<file path="src/rtl/div_pkg.sv">
// div_pkg: shared state encoding, default width and iteration-counter sizing for seq_divider
package div_pkg;
  localparam int DW_DEF = 32;
  typedef enum logic [1:0] {IDLE, CALC, FIX} state_t;
  function automatic int cnt_width(input int dw);
    return dw > 1 ? $clog2(dw) : 1;
  endfunction
  localparam int CNT_W = cnt_width(DW_DEF);
endpackage

</file>
<file path="src/rtl/div_sign_fix.sv">
// div_sign_fix: conditional two's-complement negate (abs on entry, sign restore on exit)
module div_sign_fix import div_pkg::*; #(
  parameter int DW = DW_DEF
) (
  input  logic [DW-1:0] a,
  input  logic          neg,
  output logic [DW-1:0] y
);
  assign y = neg ? -a : a;
endmodule

</file>
<file path="src/rtl/seq_divider.sv">
// seq_divider: restoring sequential divider, signed/unsigned; SEQ_DIV_ZERO_FLAG_EN adds DivZero output
module seq_divider import div_pkg::*; #(
  parameter int DW = DW_DEF
) (
  input  logic          clk,
  input  logic          rst,
  input  logic          Start,
  input  logic          Signed,
  input  logic [DW-1:0] Dividend,
  input  logic [DW-1:0] Divisor,
  output logic          Busy,
  output logic          Done,
  output logic [DW-1:0] Quotient,
  output logic [DW-1:0] Remainder
`ifdef SEQ_DIV_ZERO_FLAG_EN
  ,
  output logic          DivZero
`endif
);
  localparam int CW = cnt_width(DW);
  state_t state, nxt;
  logic pend, sq, sr, idle, acc, dz;
  logic [CW-1:0] cnt;
  logic [DW-1:0] q, r, d, a_out, b_out;
  logic [DW:0] rs, sub;
  assign idle = state == IDLE;
  assign Busy = !idle || pend;
  assign acc = Start && !Busy;
  assign dz = Divisor == '0;
  assign rs = {r, q[DW-1]};
  assign sub = rs - {1'b0, d};
  // Shared negators: operand magnitudes while idle, sign restore of quotient/remainder in FIX
  div_sign_fix #(.DW(DW)) u_q (
    .a(idle ? Dividend : q),
    .neg(idle ? Signed && Dividend[DW-1] : sq),
    .y(a_out)
  );
  div_sign_fix #(.DW(DW)) u_r (
    .a(idle ? Divisor : r),
    .neg(idle ? Signed && Divisor[DW-1] : sr),
    .y(b_out)
  );
  // State register
  always_ff @(posedge clk) state <= rst ? IDLE : nxt;
  // Next state: zero divisor bypasses CALC/FIX through the pend flag
  always_comb begin
    nxt = state;
    if (idle && acc && !dz) nxt = CALC;
    else if (state == CALC && cnt == CW'(DW-1)) nxt = FIX;
    else if (state == FIX) nxt = IDLE;
  end
  // Datapath: operand capture, one shift-subtract step per CALC cycle, result registers
  always_ff @(posedge clk) begin
    if (rst) begin
      pend <= 1'b0;
      Done <= 1'b0;
      Quotient <= '0;
      Remainder <= '0;
      q <= '0;
      r <= '0;
      d <= '0;
      cnt <= '0;
      sq <= 1'b0;
      sr <= 1'b0;
    end else begin
      Done <= pend || state == FIX;
      pend <= acc && dz;
      if (acc) begin
        q <= dz ? Dividend : a_out;
        r <= '0;
        d <= b_out;
        cnt <= '0;
        sq <= Signed && (Dividend[DW-1] ^ Divisor[DW-1]);
        sr <= Signed && Dividend[DW-1];
      end else if (state == CALC) begin
        q <= {q[DW-2:0], ~sub[DW]};
        r <= sub[DW] ? rs[DW-1:0] : sub[DW-1:0];
        cnt <= cnt + 1'b1;
      end
      if (pend) begin
        Quotient <= '1;
        Remainder <= q;
      end else if (state == FIX) begin
        Quotient <= a_out;
        Remainder <= b_out;
      end
    end
  end
`ifdef SEQ_DIV_ZERO_FLAG_EN
  // Divide-by-zero flag: raised with Done, dropped on the next accepted Start
  always_ff @(posedge clk) begin
    if (rst) DivZero <= 1'b0;
    else if (acc) DivZero <= 1'b0;
    else if (pend) DivZero <= 1'b1;
  end
`endif
endmodule

</file>
<file path="config.mk">
export PLATFORM = sky130hd
export DESIGN_NAME = seq_divider
export DESIGN_NICKNAME = d
export VERILOG_FILES = /design/src/rtl/div_pkg.sv /design/src/rtl/div_sign_fix.sv /design/src/rtl/seq_divider.sv
export SDC_FILE = /design/constraint.sdc
export NUM_CORES = 1
export LEC_CHECK = 0
export CAP_MARGIN = 10
export CELL_PAD_IN_SITES_DETAIL_PLACEMENT = 0
export CELL_PAD_IN_SITES_GLOBAL_PLACEMENT = 1
export CORE_ASPECT_RATIO = 1.1
export CORE_MARGIN = 5
export CORE_UTILIZATION = 43
export CTS_CLUSTER_DIAMETER = 100
export CTS_CLUSTER_SIZE = 8
export DETAILED_ROUTE_END_ITERATION = 6
export GPL_ROUTABILITY_DRIVEN = 1
export PLACE_DENSITY = 0.84
export SYNTH_ARGS = -nofsm -noshare
export SYNTH_HDL_FRONTEND = slang
export SYNTH_HIERARCHICAL = 1
export SYNTH_SLANG_ARGS = --single-unit
</file>
<file path="constraint.sdc">
create_clock -name clk -period 5.15 [get_ports clk]
set_input_delay 1.545 -clock clk [delete_from_list [all_inputs] [get_ports clk]]
set_output_delay 1.545 -clock clk [all_outputs]
set_load 0.05 [all_outputs]
</file>
# Yosys cells after proc, flatten, opt, wreduce, memory -nomap -nowiden
# Index checks and enable logic that the tools add are counted.
dict set report op_classes {
  n_bitwise 2
  n_addsub 4
  eq_ne 3
  n_reduce_logical 21
  mux 17
}
# operator count
set op_table {}
lappend op_table {{32-bit two-way mux} 12}
lappend op_table {{32-bit negation} 2}
lappend op_table {{33-bit by 32-bit subtractor with 33-bit output} 1}
lappend op_table {{32-bit logical NOT} 1}
lappend op_table {{1-bit logical AND} 8}
lappend op_table {{2-bit nonzero test} 3}
lappend op_table {{5-bit by 1-bit adder with 5-bit output, second input constant} 1}
lappend op_table {{5-bit == test, second input constant} 1}
lappend op_table {{2-bit two-way mux} 2}
lappend op_table {{2-bit OR reduction} 2}
lappend op_table {{1-bit logical NOT} 3}
lappend op_table {{1-bit two-way mux} 3}
lappend op_table {{3-bit nonzero test} 1}
lappend op_table {{2-bit by 1-bit == test with 1-bit output, second input constant} 1}
lappend op_table {{2-bit == test, second input constant} 1}
lappend op_table {{2-bit logical NOT} 1}
lappend op_table {{1-bit logical OR} 2}
lappend op_table {{1-bit inverter} 1}
lappend op_table {{1-bit XOR} 1}
dict set report word_totals {
  output_inout_bits 66
  register_bits 171
  wordCells 59
  inputBits 68
}

# Logic depth before layout (Yosys ltp)
# Gate-level depths: netlist of run 1.
dict set report depth {
  depth_word 8
  ltp_mapped 15
  mapped_depth_nobuf 13
}

# Modules after synthesis
# The synthesis of run 1 kept the hierarchy.
# module seq_area_each_um2 cells_each area_each_um2 n_inst
set modules_own_cells {}
lappend modules_own_cells {seq_divider 3423.3 1274 10105.9 1}
lappend modules_own_cells {div_sign_fix 0.0 108 767.0 2}

# Worst setup path after synthesis of run 1
# Ideal clock, no wire load.
dict set report synth_path {
  path_type {input-to-reg}
  startpoint {input Dividend[14]}
  endpoint {register q[30]}
  path_buffers 1
  t_required_ns 5.059
  setup_ns 0.091
  setup_slack_ns 1.088
  t_arrival_ns 3.971
  cell_stages 9
  path_cell_list {mux2_2 -> or4_4 -> or4_4 -> buf_6 -> or3_1 -> o311ai_1 -> nor2b_1 -> a211oi_1 -> a311oi_1}
}
dict set report synth_between {
  elab_chain_cells 5
}
# item line_no
set synth_lines {}
lappend synth_lines {{from (decl)} seq_divider.sv:9} ;# input logic [DW-1:0] Dividend,
lappend synth_lines {{32-bit two-way mux} seq_divider.sv:34} ;# .a(idle ? Dividend : q),
lappend synth_lines {{32-bit negation} div_sign_fix.sv:9} ;# assign y = neg ? -a : a;
lappend synth_lines {{32-bit two-way mux} div_sign_fix.sv:9}
lappend synth_lines {{net a_out[30]} seq_divider.sv:24} ;# logic [DW-1:0] q, r, d, a_out, b_out;
lappend synth_lines {{32-bit two-way mux} seq_divider.sv:69} ;# q <= dz ? Dividend : a_out;
lappend synth_lines {{32-bit two-way mux} seq_divider.sv:68} ;# if (acc) begin
lappend synth_lines {{to (signal assigned)} seq_divider.sv:69}
lappend synth_lines {{to (signal assigned)} seq_divider.sv:76} ;# q <= {q[DW-2:0], ~sub[DW]};
lappend synth_lines {{to (decl)} seq_divider.sv:24}
# The timed path passes the listed nets, and every way through them passes these cells.
# A chain may end at the register's enable or synchronous reset.

# Worst setup path in the final report of run 1
dict set report layout_path {
  startpoint {input Dividend[13]}
  endpoint {register q[30]}
}
# Same word-level chain as after synthesis.

==> run_results.csv, run 1 <==
group,metric,value,unit
outcome,outcome,"finished clean",
sta,hold_viol_final,0,
place,portBuffers,133,
logic_synthesis,ys.flop_type,"dfxtp_1",
final_layout,nNetsFinal,1659,
final_layout,fillers,2679,
grt,grt_use_total,22.57,%
die,core_area,26800,sq um
cts,clk_path_buf_depth,2,
sta,slew_viol_final,0,
place,dpl.cell_count,1892,
grt,grt_overflow,0,
worst_hold_path,min_to,"sq",
place,place.gp.congestion,0.8845,
critical_path,crit_path_cell_trace,"clkdlybuf4s50_1, mux2_2, or4_4, or4_4, or3_1, o311ai_1, nor2b_1, a211oi_1, a311oi_1",
sta,grt_setup_unrepaired,"no",
logic_synthesis,synth_commonest_cells,"nand2_1 (186), dfxtp_1 (171), nor2_1 (129)",
logic_synthesis,synthArstFlopShare,0,%
critical_path,start_kind,"primary input",
die,dieWidth,166.9,um
logic_synthesis,synthesis.nets,1595,
power_and_ir_drop,power_density,307.3,nW/um^2
cts,clock_sinks,171,
sta,worst_pin_slew,1.045,ns
final_layout,fin_cells,1924,
routing,drt_iter0_drc,624,
critical_path,critPathMaxFanout,9,
critical_path,path_common_cell,"or4_4",
routing,dr_total_vias,11040,
worst_hold_path,worstHoldStart,"sq",
cts,ctsHoldBuffers,0,
logic_synthesis,synth_most_common_cell,"nand2_1",
logic_synthesis,netlist.area_leader.share,29.41,%
critical_path,crit_path_end_kind,"flop",
sta,finalSetupViolCount,0,
power_and_ir_drop,ir_drop,0.0002667,V
cts,cts_setup_buffers,0,
grt,grt_start_max_net_pins,98,
critical_path,r2r-start,"state[0]",
logic_synthesis,ys_types,65,
logic_synthesis,yosysSeqAreaShare,29.41,%
critical_path,cp_slowest_cell,"or4_4",
sta,clock.fmax,237.2,MHz
critical_path,reg2reg_slack,1.14,ns
cts,h-tree-depth,4,
worst_hold_path,hp-class,"flop to flop",
final_layout,syn_to_final_growth,18.52,%
critical_path,r2r_cells,11,
routing,drt-total-wl,35340,um
logic_synthesis,syn_area,11640,sq um
routing,wl_per_cell,18.37,um
grt,grt_pass1_wl,56790,um
place,dp_hpwl,25460,um
grt,grt_pass1_vias,10590,
routing,viasPerCell,5.738,
sta,finalCritPeriodShare,81.85,%
sta,postLayoutSetupSlackWorst,0.9348,ns
critical_path,crit_type,"primary input to flop",
flow_run,drv_cap,0,
die,die_area,30460,sq um
logic_synthesis,yosys_register_bits,171,
die,io-pin-count,134,
final_layout,drive_gt1_share,9.317,%
die,initial_core_util,43.43,%
cts,cts_inserted_buffers,17,
logic_synthesis,yosysWarnings,6,
logic_synthesis,synth_area_leader_cell,"dfxtp_1",
critical_path,cp_top_family,"simple AND/OR/NAND/NOR gates",
sta,fin_skew,0.01812,ns
critical_path,path_buf_inv,1,
logic_synthesis,syn_avg_cell_area,7.812,sq um
final_layout,diodes,0,
logic_synthesis,synth.area.top_cells,"dfxtp_1 (29%), nand2_1 (6.0%), mux2_2 (6.0%)",
power_and_ir_drop,p_leak,4.978,nW
die,rows,63,
critical_path,cp.arrival,4.55,ns
sta,tns,0,ns
sta,min_period,4.215,ns
routing,antenna_left,0,
die,die_height,182.6,um
critical_path,required,5.48,ns
worst_hold_path,hold_depth,2,
cts,clk_pin_slew,0.06,ns
critical_path,cpPeakStageDelay,0.57,ns
critical_path,r2r-end,"Remainder[30]",
cts,post_cts.resized_instances,0,
cts,clock_latency,0.44,ns
cts,cts_tree,"built",
logic_synthesis,synth_edf_count,0,
cts,cts_root_buf,"clkbuf_16",
sta,fin_hold_ws,0.4522,ns
routing,drc,0,
place,dpl_worst_slack,0.5334,ns
grt,antenna_found_initial,1,
routing,drtPass1Iterations,5,
logic_synthesis,syn_inst,1490,
sta,slew_headroom,30.20,%
## metrics by stage
stage / power, W / cell area [sq um] / utilization [%]
finish: 0.004240 / 13800 / 51.48
global route: 0.004468 / 13800 / 51.48
CTS: 0.004253 / 13800 / 51.48
detailed placement: 0.002940 / 13210 / 49.30
global placement: 0.002934 / 13210 / 49.30
floorplan: 0.002578 / 11640 / -
## final cells by class
class,count,area (sq um),share of cell area (%)
clock inverter,13,151.4,1.097
timing repair buffer,157,1534,11.12
clock buffer,19,432.9,3.138
sequential,171,3427,24.84
multi-input combinational,1149,7586,54.99
inverter,58,217.7,1.578
tap,357,446.7,3.238
## registers in the layout, summed over array words and instances, names as in the netlist, 2 cells and up
signal / flops
state: 2
r: 32
d: 32
q: 32
cnt: 5
Remainder: 32
Quotient: 32
## worst register-to-register path: stages (launching register included)
cell      delay (ns)
dfxtp_1         0.44
nor2_4          0.55
buf_12          0.31
mux2_2          0.43
or4_4           0.59
or4_4           0.50
or3_1           0.40
o311ai_1        0.32
mux2i_1         0.13
nor2_1          0.11
a21oi_1         0.05
nor2_1          0.12
## power by group
group	internal [W]	total, W	switching [W]
sequential	0.00139	0.00146	0.0000689
combinational	0.000614	0.00147	0.000858
clock	0.000728	0.00131	0.000582
## worst max path at each step
stage                            start             to  slack, ns  cells after the start
after global placement    Dividend[14]          q[30]       0.58                      9
after detailed placement  Dividend[14]          q[30]       0.53                      9
after floorplan           Dividend[14]          q[30]       1.09                      9
final                     Dividend[13]          q[30]       0.93                      9
after global routing       Divisor[14]  Remainder[30]       0.79                     10
after CTS                 Dividend[14]          q[28]       0.95                      9
## cells by family after synthesis
| logic type | count (synthesis) | synth area share, % |
|---|---|---|
| fa+ha+maj | 37 | 4.042 |
| buf+inv | 170 | 5.858 |
| mux | 114 | 10.47 |
| xor+xnor | 91 | 6.976 |
| simple gates | 519 | 21.34 |
| compound gates | 388 | 21.91 |
| flops | 171 | 29.41 |
## routing by layer
layer  share of wire, %  routed length (um)  up-vias  global-route usage [%]
li1                   -                   -     5451                       -
met1                 44               15700     5221                   29.26
met2                 47               16560      304                   37.42
met3                5.3                1870       62                   4.051
met4                3.4                1207        2                   8.707
met5              0.020                   7        -                       0
## layout by cell type, fill, tap and decap left out, drive strengths merged, types with 9 or more instances in the layout
cell / netlist / layout
nor2: 130 / 130
o21ai: 66 / 66
buf: 20 / 25
clkbuf: 92 / 19
dfxtp: 171 / 171
a311oi: 31 / 31
nor2b: 69 / 69
a211oi: 68 / 68
a31oi: 9 / 9
or4: 10 / 10
inv: 58 / 65
o41ai: 25 / 25
a21oi: 128 / 128
ha: 36 / 36
nand4: 21 / 21
nand3: 19 / 19
mux2: 62 / 62
o31ai: 17 / 17
nor4: 21 / 21
xnor2: 80 / 80
clkdlybuf4s50: 0 / 132
mux2i: 52 / 52
nor3: 17 / 17
nand2b: 14 / 14
nand2: 186 / 186
xor2: 11 / 11
a21o: 10 / 10
Note: power is estimated with default switching activity, not from simulation.
==> run 2: changes to the inputs <==
==> constraint.sdc (replaced) <==
create_clock -name clk -period 3.98 [get_ports clk]
set_input_delay 1.194 -clock clk [delete_from_list [all_inputs] [get_ports clk]]
set_output_delay 1.194 -clock clk [all_outputs]
set_load 0.05 [all_outputs]
==> run 2 against run 1 <==
Sequential power is 29% higher. Die area stayed put. Setup slack worse by 0.79 ns. Clock power is 27% higher. Global-route usage is 0.71 points higher. Sequential cell count stayed put. Sequential share of layout area is 0.90 points lower. Routed wire length is 2.4% higher. Combinational power is 37% higher. Via count is 2.3% higher. Critical path depth stayed put. Critical path type unchanged. Critical endpoint unchanged. Largest power group unchanged.
==> run_results.csv, run 2 (same netlist as run 1, synthesis figures left out) <==
group,metric,value,unit
sta,grt_setup_unrepaired,"no",
final_layout,syn_to_final_growth,22.97,%
die,core_area,26800,sq um
grt,grt_use_total,23.28,%
power_and_ir_drop,seq_power_share,33.8,%
die,rows,63,
cts,cts_root_buf,"clkbuf_16",
critical_path,cp_top_family,"simple AND/OR/NAND/NOR gates",
cts,cts_inserted_buffers,17,
power_and_ir_drop,p_sw_share,35.88,%
cts,clock_sinks,171,
final_layout,diodes,0,
place,place.gp.congestion,0.8820,
final_layout,multi_input_area,7586,sq um
routing,drt-total-wl,36200,um
routing,antenna_left,0,
sta,clock.fmax,261.0,MHz
power_and_ir_drop,p_int,0.003577,W
routing,wl_per_cell,18.25,um
routing,drtPass1Iterations,5,
die,io-pin-count,134,
critical_path,cp_slowest_cell,"or4_4",
power_and_ir_drop,power.share.combinational,36.3,%
critical_path,path_common_cell,"or4_4",
final_layout,final_common_cell,"nand2_1",
sta,hold_viol_final,0,
cts,h-tree-depth,4,
die,initial_core_util,43.43,%
critical_path,crit_path_cell_trace,"clkdlybuf4s50_1, mux2_2, or4_4, or4_4, or3_1, o311ai_1, nor2b_1, a211oi_1, a311oi_1",
sta,worst_pin_slew,1.006,ns
cts,post_cts.resized_instances,0,
sta,slew_viol_final,0,
power_and_ir_drop,ir_drop,0.0003181,V
critical_path,critPathMaxFanout,9,
final_layout,drive_gt1_share,12.66,%
sta,postLayoutSetupSlackWorst,0.1481,ns
cts,cts_setup_buffers,0,
power_and_ir_drop,p_total,0.005580,W
grt,grt_start_max_net_pins,108,
critical_path,cp.arrival,4.16,ns
power_and_ir_drop,power_density,389.8,nW/um^2
power_and_ir_drop,power_frac_clock,30.0,%
place,dpl_worst_slack,-0.2324,ns
cts,clk_pin_slew,0.06,ns
place,portBuffers,133,
power_and_ir_drop,p_leak,5.281,nW
routing,viasPerCell,5.692,
sta,fin_skew,0.01675,ns
critical_path,path_buf_inv,1,
outcome,outcome,"finished clean",
critical_path,required,4.31,ns
grt,grt_overflow,0,
critical_path,crit_path_end_kind,"flop",
grt,grt_pass1_wl,58690,um
die,dieWidth,166.9,um
cts,cts_tree,"built",
routing,dr_total_vias,11290,
sta,slew_headroom,32.97,%
final_layout,final_cell_mix,"nand2_1 (186), dfxtp_1 (170), clkdlybuf4s50_1 (132), a21oi_1 (128), nor2_1 (125)",
grt,antenna_found_initial,2,
sta,min_period,3.832,ns
cts,clock_latency,0.44,ns
final_layout,nNetsFinal,1719,
grt,grt_pass1_vias,11030,
sta,finalCritPeriodShare,96.28,%
power_and_ir_drop,p_sw,0.002002,W
place,dp_hpwl,26130,um
critical_path,crit_type,"primary input to flop",
cts,ctsHoldBuffers,0,
worst_hold_path,hp-class,"flop to flop",
critical_path,cpPeakStageDelay,0.56,ns
flow_run,drv_cap,0,
final_layout,regArea,3427,sq um
sta,finalSetupViolCount,0,
die,die_height,182.6,um
final_layout,fillers,2638,
critical_path,start_kind,"primary input",
routing,drc,0,
cts,clk_path_buf_depth,2,
routing,drt_iter0_drc,629,
die,die_area,30460,sq um
==> run 2: through the flow <==
stage / setup TNS (ns) / util (%) / std cells / hold WS (ns) / area, sq um
2_1_floorplan: 0 / - / 1490 / 0.4284 / 11640
3_3_place_gp: -2.460 / 51.26 / 1952 / 0.4385 / 13740
3_5_place_dp: -3.873 / 51.26 / 1952 / 0.4474 / 13740
4_1_cts: 0 / 53.41 / 1984 / 0.4561 / 14310
5_1_grt: 0 / 53.41 / 1984 / 0.4709 / 14310
6_report: 0 / 53.41 / 1984 / 0.4544 / 14310
==> run 2: worst register-to-register path, cell delays in order, from the launching register on <==
cell	delay [ns]
dfxtp_1	0.36
inv_1	0.12
ha_1	0.25
fa_1	0.41
nand2b_1	0.19
a21o_1	0.21
a311o_1	0.40
a211oi_2	0.28
nor3_2	0.12
nor2_4	0.24
xnor2_2	0.30
or4_1	0.49
nand3_1	0.09
==> run 2: path summary, 6_finish.rpt <==
kind | startpoint | to | slack (ns) | depth (start not counted)
max | Dividend[14] | q[30] | 0.15 | 9
min reg2reg | sr | sr | 0.45 | 2
max reg2reg | q[31] | r[0] | 0.47 | 12
min | sr | sr | 0.45 | 2
==> run 2: power by group through the flow <==
stage	logic (W)	registers (W)	clock network, W
after global placement	0.00199	0.00192	0
final	0.00202	0.00189	0.00167
after floorplan	0.00145	0.00189	0
after detailed placement	0.00200	0.00192	0
after global routing	0.00222	0.00190	0.00178
after CTS	0.00201	0.00188	0.00170
==> run 2: cell type report <==
cell class | count | share of cell area [%]
clock buffer | 20 | 3.121
clock inverter | 12 | 0.9091
inverter | 58 | 1.521
multi-input combinational | 1149 | 53.00
sequential | 171 | 23.94
tap | 357 | 3.121
timing repair buffer | 217 | 14.39
==> run 2: layer usage <==
metal | vias up | GRT usage [%] | wire [um]
li1 | 5555 | - | -
met1 | 5348 | 29.83 | 15820
met2 | 325 | 39.35 | 17380
met3 | 60 | 4.463 | 1994
met4 | 4 | 7.921 | 992
met5 | - | 0 | 23
